--- config.mk ---
export PLATFORM = sky130hd
export DESIGN_NAME = latch_bank_ctrl_flat
export DESIGN_NICKNAME = d
export VERILOG_FILES = /design/src/rtl/latch_bank_ctrl_if.sv /design/src/rtl/latch_bank_ctrl.sv /design/src/flat_wrapper.sv
export SDC_FILE = /design/constraint.sdc
export NUM_CORES = 1
export LEC_CHECK = 0
export CORE_MARGIN = 5
export CORE_UTILIZATION = 40
export CTS_BUF_LIST = sky130_fd_sc_hd__clkbuf_4 sky130_fd_sc_hd__clkbuf_8
export CTS_CLUSTER_DIAMETER = 40
export CTS_CLUSTER_SIZE = 10
export DETAILED_ROUTE_END_ITERATION = 7
export HOLD_SLACK_MARGIN = 0.05
export PLACE_DENSITY = 0.68
export SYNTH_ARGS = -nofsm -noshare
export SYNTH_HDL_FRONTEND = slang
export SYNTH_SLANG_ARGS = --single-unit
--- constraint.sdc ---
create_clock -name clk -period 1.51 [get_ports clk]
set_input_delay 0.302 -clock clk [delete_from_list [all_inputs] [get_ports clk]]
set_output_delay 0.302 -clock clk [all_outputs]
set_load 0.02 [all_outputs]
--- src/rtl/latch_bank_ctrl_if.sv ---
// Requester, latch-bank and shadow-readback signals of latch_bank_ctrl.
// The master side is the requester/testbench side; the slave side is the controller.
interface latch_bank_ctrl_if #(
    parameter int DW = 8
);
    logic          req0;
    logic [1:0]    addr0;
    logic [DW-1:0] data0;
    logic          req1;
    logic [1:0]    addr1;
    logic [DW-1:0] data1;
    logic          ack0;
    logic          ack1;
    logic [3:0]    lat_c;
    logic [DW-1:0] lat_d;
    logic [1:0]    rd_addr;
    logic [DW-1:0] rd_data;
    logic          busy;

    modport master (
        output req0, addr0, data0, req1, addr1, data1, rd_addr,
        input  ack0, ack1, lat_c, lat_d, rd_data, busy
    );

    modport slave (
        input  req0, addr0, data0, req1, addr1, data1, rd_addr,
        output ack0, ack1, lat_c, lat_d, rd_data, busy
    );
endinterface

--- src/rtl/latch_bank_ctrl.sv ---
// Write controller for four external D latches sharing one data bus.
// Two round-robin requesters; each write runs SETUP -> OPEN -> HOLD with registered outputs.
module latch_bank_ctrl #(
    parameter int DW = 8
) (
    input logic              clk,
    input logic              rst,
    latch_bank_ctrl_if.slave bus
);
    typedef enum logic [1:0] {
        IDLE  = 2'd0,
        SETUP = 2'd1,
        OPEN  = 2'd2,
        HOLD  = 2'd3
    } state_t;

    state_t        state_q, state_d;
    logic          ptr_q, ptr_d;
    logic          gnt_q, gnt_d;
    logic [1:0]    addr_q, addr_d;
    logic [DW-1:0] lat_d_q, lat_d_d;
    logic [3:0]    lat_c_q, lat_c_d;
    logic          ack0_q, ack0_d;
    logic          ack1_q, ack1_d;
    logic          busy_q, busy_d;
    logic [DW-1:0] shadow_q [4];
    logic [DW-1:0] shadow_d [4];

    function automatic logic [3:0] onehot4(input logic [1:0] idx);
        onehot4 = 4'b0001 << idx;
    endfunction

    // Next-state, arbitration and output decode.
    always_comb begin
        state_d = state_q;
        ptr_d   = ptr_q;
        gnt_d   = gnt_q;
        addr_d  = addr_q;
        lat_d_d = lat_d_q;
        lat_c_d = 4'b0000;
        ack0_d  = 1'b0;
        ack1_d  = 1'b0;
        for (int i = 0; i < 4; i++) begin
            shadow_d[i] = shadow_q[i];
        end
        case (state_q)
            IDLE: begin
                if (bus.req0 || bus.req1) begin
                    // The pointer only matters when both ask at once.
                    if (bus.req0 && bus.req1) begin
                        gnt_d = ptr_q;
                    end else begin
                        gnt_d = bus.req1;
                    end
                    ptr_d   = ~gnt_d;
                    addr_d  = gnt_d ? bus.addr1 : bus.addr0;
                    lat_d_d = gnt_d ? bus.data1 : bus.data0;
                    state_d = SETUP;
                end else begin
                    state_d = IDLE;
                end
            end
            SETUP: begin
                lat_c_d = onehot4(addr_q);
                state_d = OPEN;
            end
            OPEN: begin
                shadow_d[addr_q] = lat_d_q;
                ack0_d  = ~gnt_q;
                ack1_d  = gnt_q;
                state_d = HOLD;
            end
            HOLD: begin
                state_d = IDLE;
            end
            default: begin
                state_d = IDLE;
            end
        endcase
        busy_d = (state_d != IDLE);
    end

    // State and registered outputs with synchronous reset.
    always_ff @(posedge clk) begin
        if (rst) begin
            state_q <= IDLE;
            ptr_q   <= 1'b0;
            gnt_q   <= 1'b0;
            addr_q  <= 2'd0;
            lat_d_q <= '0;
            lat_c_q <= 4'b0000;
            ack0_q  <= 1'b0;
            ack1_q  <= 1'b0;
            busy_q  <= 1'b0;
            for (int i = 0; i < 4; i++) begin
                shadow_q[i] <= '0;
            end
        end else begin
            state_q <= state_d;
            ptr_q   <= ptr_d;
            gnt_q   <= gnt_d;
            addr_q  <= addr_d;
            lat_d_q <= lat_d_d;
            lat_c_q <= lat_c_d;
            ack0_q  <= ack0_d;
            ack1_q  <= ack1_d;
            busy_q  <= busy_d;
            for (int i = 0; i < 4; i++) begin
                shadow_q[i] <= shadow_d[i];
            end
        end
    end

    assign bus.lat_c   = lat_c_q;
    assign bus.lat_d   = lat_d_q;
    assign bus.ack0    = ack0_q;
    assign bus.ack1    = ack1_q;
    assign bus.busy    = busy_q;
    assign bus.rd_data = shadow_q[bus.rd_addr];

endmodule
--- src/flat_wrapper.sv ---
// flat-port wrapper written by rule: the top's interface ports become plain ports
module latch_bank_ctrl_flat 
#(
    parameter int DW = 8
)
  (clk, rst, bus_req0, bus_addr0, bus_data0, bus_req1, bus_addr1, bus_data1, bus_rd_addr, bus_ack0, bus_ack1, bus_lat_c, bus_lat_d, bus_rd_data, bus_busy);
  latch_bank_ctrl_if #(.DW(DW)) bus_i ();
  input logic clk;
  input logic rst;
  input wire logic [$bits(bus_i.req0)-1:0] bus_req0;
  input wire logic [$bits(bus_i.addr0)-1:0] bus_addr0;
  input wire logic [$bits(bus_i.data0)-1:0] bus_data0;
  input wire logic [$bits(bus_i.req1)-1:0] bus_req1;
  input wire logic [$bits(bus_i.addr1)-1:0] bus_addr1;
  input wire logic [$bits(bus_i.data1)-1:0] bus_data1;
  input wire logic [$bits(bus_i.rd_addr)-1:0] bus_rd_addr;
  output wire logic [$bits(bus_i.ack0)-1:0] bus_ack0;
  output wire logic [$bits(bus_i.ack1)-1:0] bus_ack1;
  output wire logic [$bits(bus_i.lat_c)-1:0] bus_lat_c;
  output wire logic [$bits(bus_i.lat_d)-1:0] bus_lat_d;
  output wire logic [$bits(bus_i.rd_data)-1:0] bus_rd_data;
  output wire logic [$bits(bus_i.busy)-1:0] bus_busy;
  assign bus_i.req0 = bus_req0;
  assign bus_i.addr0 = bus_addr0;
  assign bus_i.data0 = bus_data0;
  assign bus_i.req1 = bus_req1;
  assign bus_i.addr1 = bus_addr1;
  assign bus_i.data1 = bus_data1;
  assign bus_i.rd_addr = bus_rd_addr;
  assign bus_ack0 = bus_i.ack0;
  assign bus_ack1 = bus_i.ack1;
  assign bus_lat_c = bus_i.lat_c;
  assign bus_lat_d = bus_i.lat_d;
  assign bus_rd_data = bus_i.rd_data;
  assign bus_busy = bus_i.busy;
  latch_bank_ctrl #(.DW(DW)) u_core (.clk(clk), .rst(rst), .bus(bus_i));
endmodule
==> metrics.md <==
| Metric | Value |
|---|---|
| Clock root buffer | clkbuf_8 |
| CP startpoint | u_core.shadow_q[3][3] |
| Non-filler cells, final | 346 |
| Ports | 49 |
| Failing checks | setup timing |
| Final #Nets | 302 |
| Total Die Area | 0.00721 mm² |
| Via density | 4.91 |
| Hold path startpoint | u_core.gnt_q |
| Final-report hold violation count | 0 |
| Core footprint | 0.00547 mm² |
| Yosys cell types | 30 |
| Largest family of logic cells by synthesized area | multiplexers |
| Max-slew headroom | 75.4% |
| Clock sinks | 53 |
| Commonest non-fill, non-tap cell in the layout | nor2_1 |
| Fmax | 640 MHz |
| Reg-to-Reg Start | u_core.state_q[0] |
| GPL Wtd Cong | 0.784 |
| Row cnt | 27 |
| Commonest non-fill, non-tap cells in the layout | nor2_1 (43), dfxtp_1 (42), mux2i_1 (32) |
| Vias in the first global route | 1756 |
| Slew Limit Fails | 0 |
| CTS Hold Bufs | 0 |
| Initial Util | 41.0% |
| TritonRoute pass-1 iters | 7 |
| Tmin final | 1560 ps |
| GR Util All Layers | 14.3% |
| CP Capture Type | output pin |
| Fin worst setup slack | -53.2 ps |
| Synthesized net count | 239 |
| Vias | 1700 |
| Largest net degree at the start of global routing | 39 |
| Synth warnings | 0 |
| Die H | 84.9 µm |
| Maximum VDD drop | 464 µV |
| PortBufs | 48 |
| Initial antenna violation count | 0 |
| WS Path Type | flop to output pin |
| Worst slew pin tran | 369 ps |
| Final ANT Viol Nets | 0 |
| Setup violators final | 8 |
| Post-synthesis xor/xnor area fraction | 0% |
| Worst-skew pair later-pin latency | 310 ps |
| CTS Buffer Depth | 2 |
| Clock Pin Slew Worst Setup and Hold Paths | 90 ps |
| Max Cap Viol | 0 |
| CTS tree | yes |
| Synth Area per Inst | 10.7 µm² |
| Area Overhead vs Synth | 39.4% |
| Layout Skew | 8.35 ps |
| Status | finished with violations |
| Die Width | 84.9 µm |
| Final HPWL DP | 3700 µm |
| Static Leakage | 1.41 nW |
| Cells after DPL | 337 |
| Worst Hold Slack | 479 ps |
| Mux cell area share after synthesis | 22.3% |
| Final wirelength | 4900 µm |
| Sequential element share of the synthesized area | 47.2% |
| Crit path DAT | 1260 ps |
| Hold WC Path Type | flop to flop |
| Drc violations | 0 |
| Post-synthesis simple-gate area fraction | 15.0% |
| Adder-cell area share of the yosys netlist | 1.67% |
| Worst setup SP type | flop |
| Critical path required time | 1210 ps |
| Number of diodes | 0 |
| Period utilization | 104% |
| Routed WL per cell | 14.2 µm |
| Cells after Synth | 210 |
| Compound-Gate Fraction of Synth Area | 8.52% |
| CP Max Fanout | 2 |
| First-pass GRT wire length | 8320 µm |
| Unrepaired setup endpoints after global routing | true |
| Netlist Area Pre-Place | 0.00225 mm² |
| Total CTS buffers | 5 |
| Share of layout cells above drive strength 1 | 25.5% |
| Cell Pwr Density | 1100 mW/mm² |
| H-tree levels | 2 |
| GRT overflow | 0 |
| Yosys reg bits | 53 |
| Starting DRT DRC Count | 76 |
-- final timing paths --
path	to	slack (ps)	depth (start not counted)
setup / recovery	bus_rd_data[3]	-50	2
hold reg to reg	u_core.bus.ack0	480	1
setup reg to reg	u_core.shadow_q[0][4]	150	6
hold / removal	u_core.bus.ack0	480	1
-- logic make-up (layout without fill, tap and decap cells) --
group | after synthesis | count (layout)
compound gates | 26 | 26
buf+inv | 20 | 84
fa+ha+maj | 3 | 3
simple gates | 68 | 68
flops | 53 | 53
mux | 40 | 40
-- registers in the layout, indices dropped and copies added (netlist names) --
signal and flops:
u_core.state_q 2, u_core.gnt_q 1, u_core.addr_q 2, u_core.bus.lat_d 8
u_core.ptr_q 1, u_core.shadow_q 32, u_core.bus.ack0 1, u_core.bus.lat_c 4
u_core.bus.busy 1, u_core.bus.ack1 1
-- per-stage QoR --
| step | setup slack [ps] | setup TNS [ps] | cell area (µm²) | util (%) | power [mW] |
|---|---|---|---|---|---|
| after floorplan | 88.2 | 0 | 2250 | - | 2.10 |
| after global placement | -795 | -6900 | 2980 | 54.4 | 2.50 |
| after detailed placement | -820 | -7150 | 2980 | 54.4 | 2.51 |
| after CTS | -71.9 | -403 | 3090 | 56.5 | 3.44 |
| after global routing | -103 | -634 | 3130 | 57.2 | 3.62 |
| final | -53.2 | -320 | 3130 | 57.2 | 3.43 |
-- power breakdown --
group	switching, mW	total (mW)	leakage [nW]	internal, mW
registers	0.0867	1.59	0.437	1.50
clock network	0.453	0.969	0.0588	0.516
logic	0.432	0.872	0.917	0.440
-- worst max-delay path, cell delays in order (launching register included) --
cell	delay, ps
dfxtp_2	330
mux4_2	480
buf_6	150
-- layer usage --
layer / wire (µm) / track usage, % / part of all wire [%] / vias to the layer above
li1: - / - / - / 872
met1: 2370 / 19.3 / 48 / 782
met2: 2200 / 22.4 / 45 / 42
met3: 284 / 3.50 / 5.8 / 4
met4: 44 / 4.75 / 0.90 / 0
met5: 0 / 0 / 0 / -
-- synthesized netlist by cell type, drive strengths merged --
cell type / number / area (µm²)
buf: 15 / 100
and4b: 1 / 10.0
nor2b: 1 / 6.26
inv: 3 / 11.3
or2: 1 / 6.26
nand2b: 2 / 12.5
and2b: 1 / 7.51
clkbuf: 2 / 7.51
nor4bb: 2 / 20.0
nor3b: 2 / 20.0
mux2i: 32 / 320
dfxtp: 53 / 1060
mux4: 8 / 180
a21oi: 2 / 10.0
nor4b: 1 / 8.76
nand3: 11 / 60.1
ha: 3 / 37.5
o21ai: 11 / 55.1
nand3b: 2 / 15.0
nor2: 43 / 161
and3b: 1 / 8.76
a32oi: 1 / 8.76
a311oi: 11 / 109
o21a: 1 / 8.76
-- area by class of cell --
type / count / area, µm²
fillers: 487 / 2340
repair buffers: 73 / 749
flip-flops and latches: 53 / 1070
well taps: 72 / 90.1
clock buffers: 6 / 76.3
inverters: 3 / 11.3
clock inverters: 2 / 38.8
multi-input cells: 137 / 1090
-- repair_timing --
action	CTS	global route
pin swaps	0	1
setup endpoints to repair	25	19
resized for setup	73	14
cloned	0	0
setup buffers	1	0
Power figures use the tool's default switching activity.
==> patch 1, RTL diff (same flow settings) <==
`DW` is set to 8 in 3 places; all go to 6.
--- a/src/rtl/latch_bank_ctrl_if.sv
+++ b/src/rtl/latch_bank_ctrl_if.sv
@@ -1,7 +1,7 @@
 // Requester, latch-bank and shadow-readback signals of latch_bank_ctrl.
 // The master side is the requester/testbench side; the slave side is the controller.
 interface latch_bank_ctrl_if #(
-    parameter int DW = 8
+    parameter int DW = 6
 );
     logic          req0;
     logic [1:0]    addr0;
--- a/src/rtl/latch_bank_ctrl.sv
+++ b/src/rtl/latch_bank_ctrl.sv
@@ -1,7 +1,7 @@
 // Write controller for four external D latches sharing one data bus.
 // Two round-robin requesters; each write runs SETUP -> OPEN -> HOLD with registered outputs.
 module latch_bank_ctrl #(
-    parameter int DW = 8
+    parameter int DW = 6
 ) (
     input logic              clk,
     input logic              rst,
--- a/src/flat_wrapper.sv
+++ b/src/flat_wrapper.sv
@@ -1,7 +1,7 @@
 // flat-port wrapper written by rule: the top's interface ports become plain ports
 module latch_bank_ctrl_flat 
 #(
-    parameter int DW = 8
+    parameter int DW = 6
 )
   (clk, rst, bus_req0, bus_addr0, bus_data0, bus_req1, bus_addr1, bus_data1, bus_rd_addr, bus_ack0, bus_ack1, bus_lat_c, bus_lat_d, bus_rd_data, bus_busy);
   latch_bank_ctrl_if #(.DW(DW)) bus_i ();
Interface: changed (resized bus_data0, bus_data1, bus_lat_d and bus_rd_data); port bits go from 49 to 41. No check against the original RTL was run, so the function may have changed too.
==> patch 1 against the unedited design <==
The flow still finishes with violations (setup timing). Sequential cell count decreased by 10. Cell area shrank 21%. Worst setup slack improved by 0.012 ns. Total power shrank 19%. Count of clock-buffer cells in the layout rose by 2. Synthesized area decreased by 19%. Register-to-register slack improved by 0.02 ns. Routed wire length fell by 18%. Critical path type unchanged. Critical endpoint unchanged. Highest routed layer unchanged.
==> patch 1: results <==
outcome:
  status: "finished with violations"
  violations: "setup timing"
floorplanning:
  core_area_mm2: 0.00438
layout:
  numSequentialCells: 43
  n_fill_cell: 381
  drive_above_1_share_pct: 23.5
  instances_no_fill: 273
  buf_share_pct: 21.2
  final_area_mm2: 0.00248
  sh_seq_area_pct: 35.1
  multi_input_area_share_pct: 36.5
  signal_buffers: 56
  nMultiInputCombCells: 111
  largest_reg_flops: 24
global_routing:
  grt_util_met1_pct: 17.0
  grt_use_total_pct: 14.1
  grt_pass1_wl_um: 6710
  met2_usage_pct: 23.0
  met3_usage_pct: 4.63
drt:
  drt-total-wl_um: 4010
  met3_length_um: 241
  wl_met2_um: 1940
  drt_iter0_markers: 37
  vias: 1425
place:
  pre_cts_slack_ns: -0.786
  dpl-instance-area_mm2: 0.00233
  dp_hpwl_um: 3080
  dp.cells: 264
sta:
  setup_viol: 6
  clock_skew_ns: 0.00449
  whs_ns: 0.464
  setup_ws_ns: -0.0414
  relSlewSlack_pct: 70.7
synth:
  synth_common_cells: "43 x dfxtp_1, 33 x nor2_1, 24 x mux2i_1"
  synth.avg_cell_area_um2: 10.8
  synth.area.mux_share_pct: 20.6
  synth_fa_ha_area_share_pct: 2.06
  syn-num-nets: 193
setup_path:
  ff2ff_setup_slack_ns: 0.17
  rr_endpoint: "u_core.shadow_q[2][5]"
[patch 1: changes by cell type after synthesis, moves of 5 or more]
cell and delta:
nor2_1 -10, o21ai_1 -11, mux2i_1 -8, buf_4 -5, o21ai_0 +9, buf_2 -5
dfxtp_1 -10
[patch 1: power by group]
| group | leakage, nW | internal [W] | total (W) | switching, W |
|---|---|---|---|---|
| Sequential | 0.354 | 0.00122 | 0.00131 | 0.0000842 |
| Clock | 0.0549 | 0.000435 | 0.000798 | 0.000363 |
| Combinational | 0.757 | 0.000326 | 0.000661 | 0.000335 |
| Total | 1.17 | 0.00199 | 0.00277 | 0.000782 |
[patch 1: worst max-delay path: stages (launching register included)]
cell	delay, ns
dfxtp_2	0.33
mux4_2	0.48
buf_6	0.15
[patch 1: what timing repair did]
action,in CTS,in global routing
setup endpoints to repair,19,15
buffers inserted,1,0
gates resized for setup,58,10
==> patch 2, RTL diff (same flow settings) <==
Made on the original files. Make the reset (`rst`) asynchronous in one clocked block. Comments in the files are not updated.
--- a/src/rtl/latch_bank_ctrl.sv
+++ b/src/rtl/latch_bank_ctrl.sv
@@ -81,7 +81,7 @@
     end
 
     // State and registered outputs with synchronous reset.
-    always_ff @(posedge clk) begin
+    always_ff @(posedge clk or posedge rst) begin
         if (rst) begin
             state_q <= IDLE;
             ptr_q   <= 1'b0;
Function: differs if rst is asserted again (counterexample within 4 cycles, from zero or initial values and one cycle with rst high); with rst held inactive, the same outputs for 10 cycles.
==> patch 2 against the unedited design <==
The run still ends with setup timing left. Cell area rose by 4.5%. Non-clock buffer count fell by 1. First-iteration DRC count rose by 14%. Routed wire length rose by 4.1%. Synthesized area rose by 4.6%. Sequential cell count did not move. Clock skew rose by 0.0019 ns. Worst setup slack got worse by 0.064 ns.
Power is not compared: it rests on default switching activity, and its combinational part moved more than twofold at a synthesized area within 25%.
==> patch 2: results <==
place:
  dpl-instance-area_mm2: 0.00310
  dp.cells: 310
  dp_hpwl_um: 3890
  gp_congestion: 0.788
  pre_cts_slack_ns: -0.822
drt:
  first_pass_iters: 4
  met3_length_um: 250
  wirelength_met1_um: 2410
  routedWlPerCell_um: 16.0
  drt_iter0_markers: 87
  vias: 1634
  wl_met2_um: 2290
  via_per_inst: 5.14
setup_path:
  reg2reg_depth: 5
  ff2ff_setup_slack_ns: 0.06
  cp-startpoint: "u_core.shadow_q[10]"
  cp_data_arrival_time_ns: 1.33
  r2r-start: "u_core.state_q[0]"
layout:
  n_fill_cell: 512
  largest_reg_flops: 32
  nNetsFinal: 273
  drive_above_1_share_pct: 38.7
synth:
  synth.area.top_cells: "dfrtp_1 56%, mux2_2 15%, mux4_2 7.7%"
  seq_area_frac_synth_pct: 56.4
  synth.area.mux_share_pct: 23.0
  yosysUniqueCellTypes: 27
  synth_compound_area_share_pct: 8.57
  synth.avg_cell_area_um2: 13.7
  synth_common_cells: "53 x dfrtp_1, 32 x mux2_2, 12 x nor2_1"
  synth_fa_ha_area_share_pct: 2.66
  syn-num-nets: 203
  ys_async_sr_fraction_pct: 100
sta:
  clock_skew_ns: 0.0102
  worstMarginPinSlew_ns: 0.448
  setup_viol: 8
  setup_ws_ns: -0.118
  whs_ns: 0.291
global_routing:
  grt_pass1_wl_um: 8490
  grt_use_total_pct: 14.7
  grt_pass1_vias: 1759
  grt_max_degree: 21
  antenna_found_initial: 0
clock_network:
  root_buffer: "clkbuf_8"
  path_clk_slew_ns: 0.09
  cts-buffers-inserted: 5
outcome:
  violations: "setup timing"
  status: "finished with violations"
power_and_ir_drop:
  internal-power_w: 0.00439
min_path:
  min_path_type: "primary input to async pin"
==> patch 2: cell types whose count changed after synthesis, sizes merged, moves of 3 or more <==
| cell | unedited run | this run |
|---|---|---|
| dfrtp | 0 | 53 |
| dfxtp | 53 | 0 |
| a311oi | 11 | 0 |
| a21oi | 2 | 11 |
| clkbuf | 2 | 5 |
| a31oi | 0 | 11 |
| nand3 | 11 | 1 |
| mux2 | 0 | 32 |
| buf | 15 | 4 |
| nor2 | 43 | 12 |
| mux2i | 32 | 0 |
==> patch 2: critical path: stages (launching register included) <==
cell	delay (ns)
dfrtp_1	0.40
mux4_2	0.48
buf_6	0.15
==> patch 2: cells by family (layout without fill, tap and decap cells) <==
family	count (synthesis)	count (layout)
AO/OA/AOI/OAI	36	36
multiplexers	40	40
buffers and inverters	14	85
AND/OR/NAND/NOR	24	24
adder cells (fa/ha/maj)	5	5
flip-flops	53	53
==> patch 2: final timing paths <==
kind,end
min,u_core.shadow_q[0]
max,bus_rd_data[2]
min reg2reg,u_core.bus.ack0
max reg2reg,u_core.shadow_q[30]
max in group asynchronous,u_core.ptr_q
min in group clk,u_core.bus.ack0
==> patch 2: repair_timing <==
item,CTS,global route
buffers inserted,0,0
gates resized for setup,69,14
endpoints found under the setup margin,23,49
pin swaps,0,1
==> patch 2: final cells by class <==
cell class	instances	area, um^2	share of cell area [%]
Inverter	5	22.5	0.688
Sequential cell	53	1330	40.5
Multi-Input combinational cell	105	1010	30.9
Timing Repair Buffer	72	698	21.3
Clock inverter	1	30.0	0.918
Tap cell	75	93.8	2.87
Clock buffer	7	90.1	2.75
==> patch 2: power by group through the flow <==
stage | sequential (W) | clock [W] | combinational, W
2_1_floorplan | 0.00266 | 0 | 0.00171
3_3_place_gp | 0.00256 | 0 | 0.00305
3_5_place_dp | 0.00258 | 0 | 0.00310
4_1_cts | 0.00254 | 0.00102 | 0.00306
5_1_grt | 0.00265 | 0.00106 | 0.00341
6_report | 0.00257 | 0.000985 | 0.00315
==> patch 2: routing by layer <==
layer / track usage, % / vias up
met5: 0 / -
met4: 6.37 / 0
met3: 3.14 / 12
met2: 21.6 / 56
met1: 21.1 / 803
li1: - / 763
==> patch 2: through the flow <==
step                      util [%]  setup TNS (ns)  power [W]
final                         56.3          -0.817    0.00671
after global routing          56.3           -1.17    0.00712
after CTS                     55.3          -0.916    0.00662
after detailed placement      53.2           -6.91    0.00568
after global placement        53.2           -6.78    0.00561
after floorplan                  -               0    0.00437
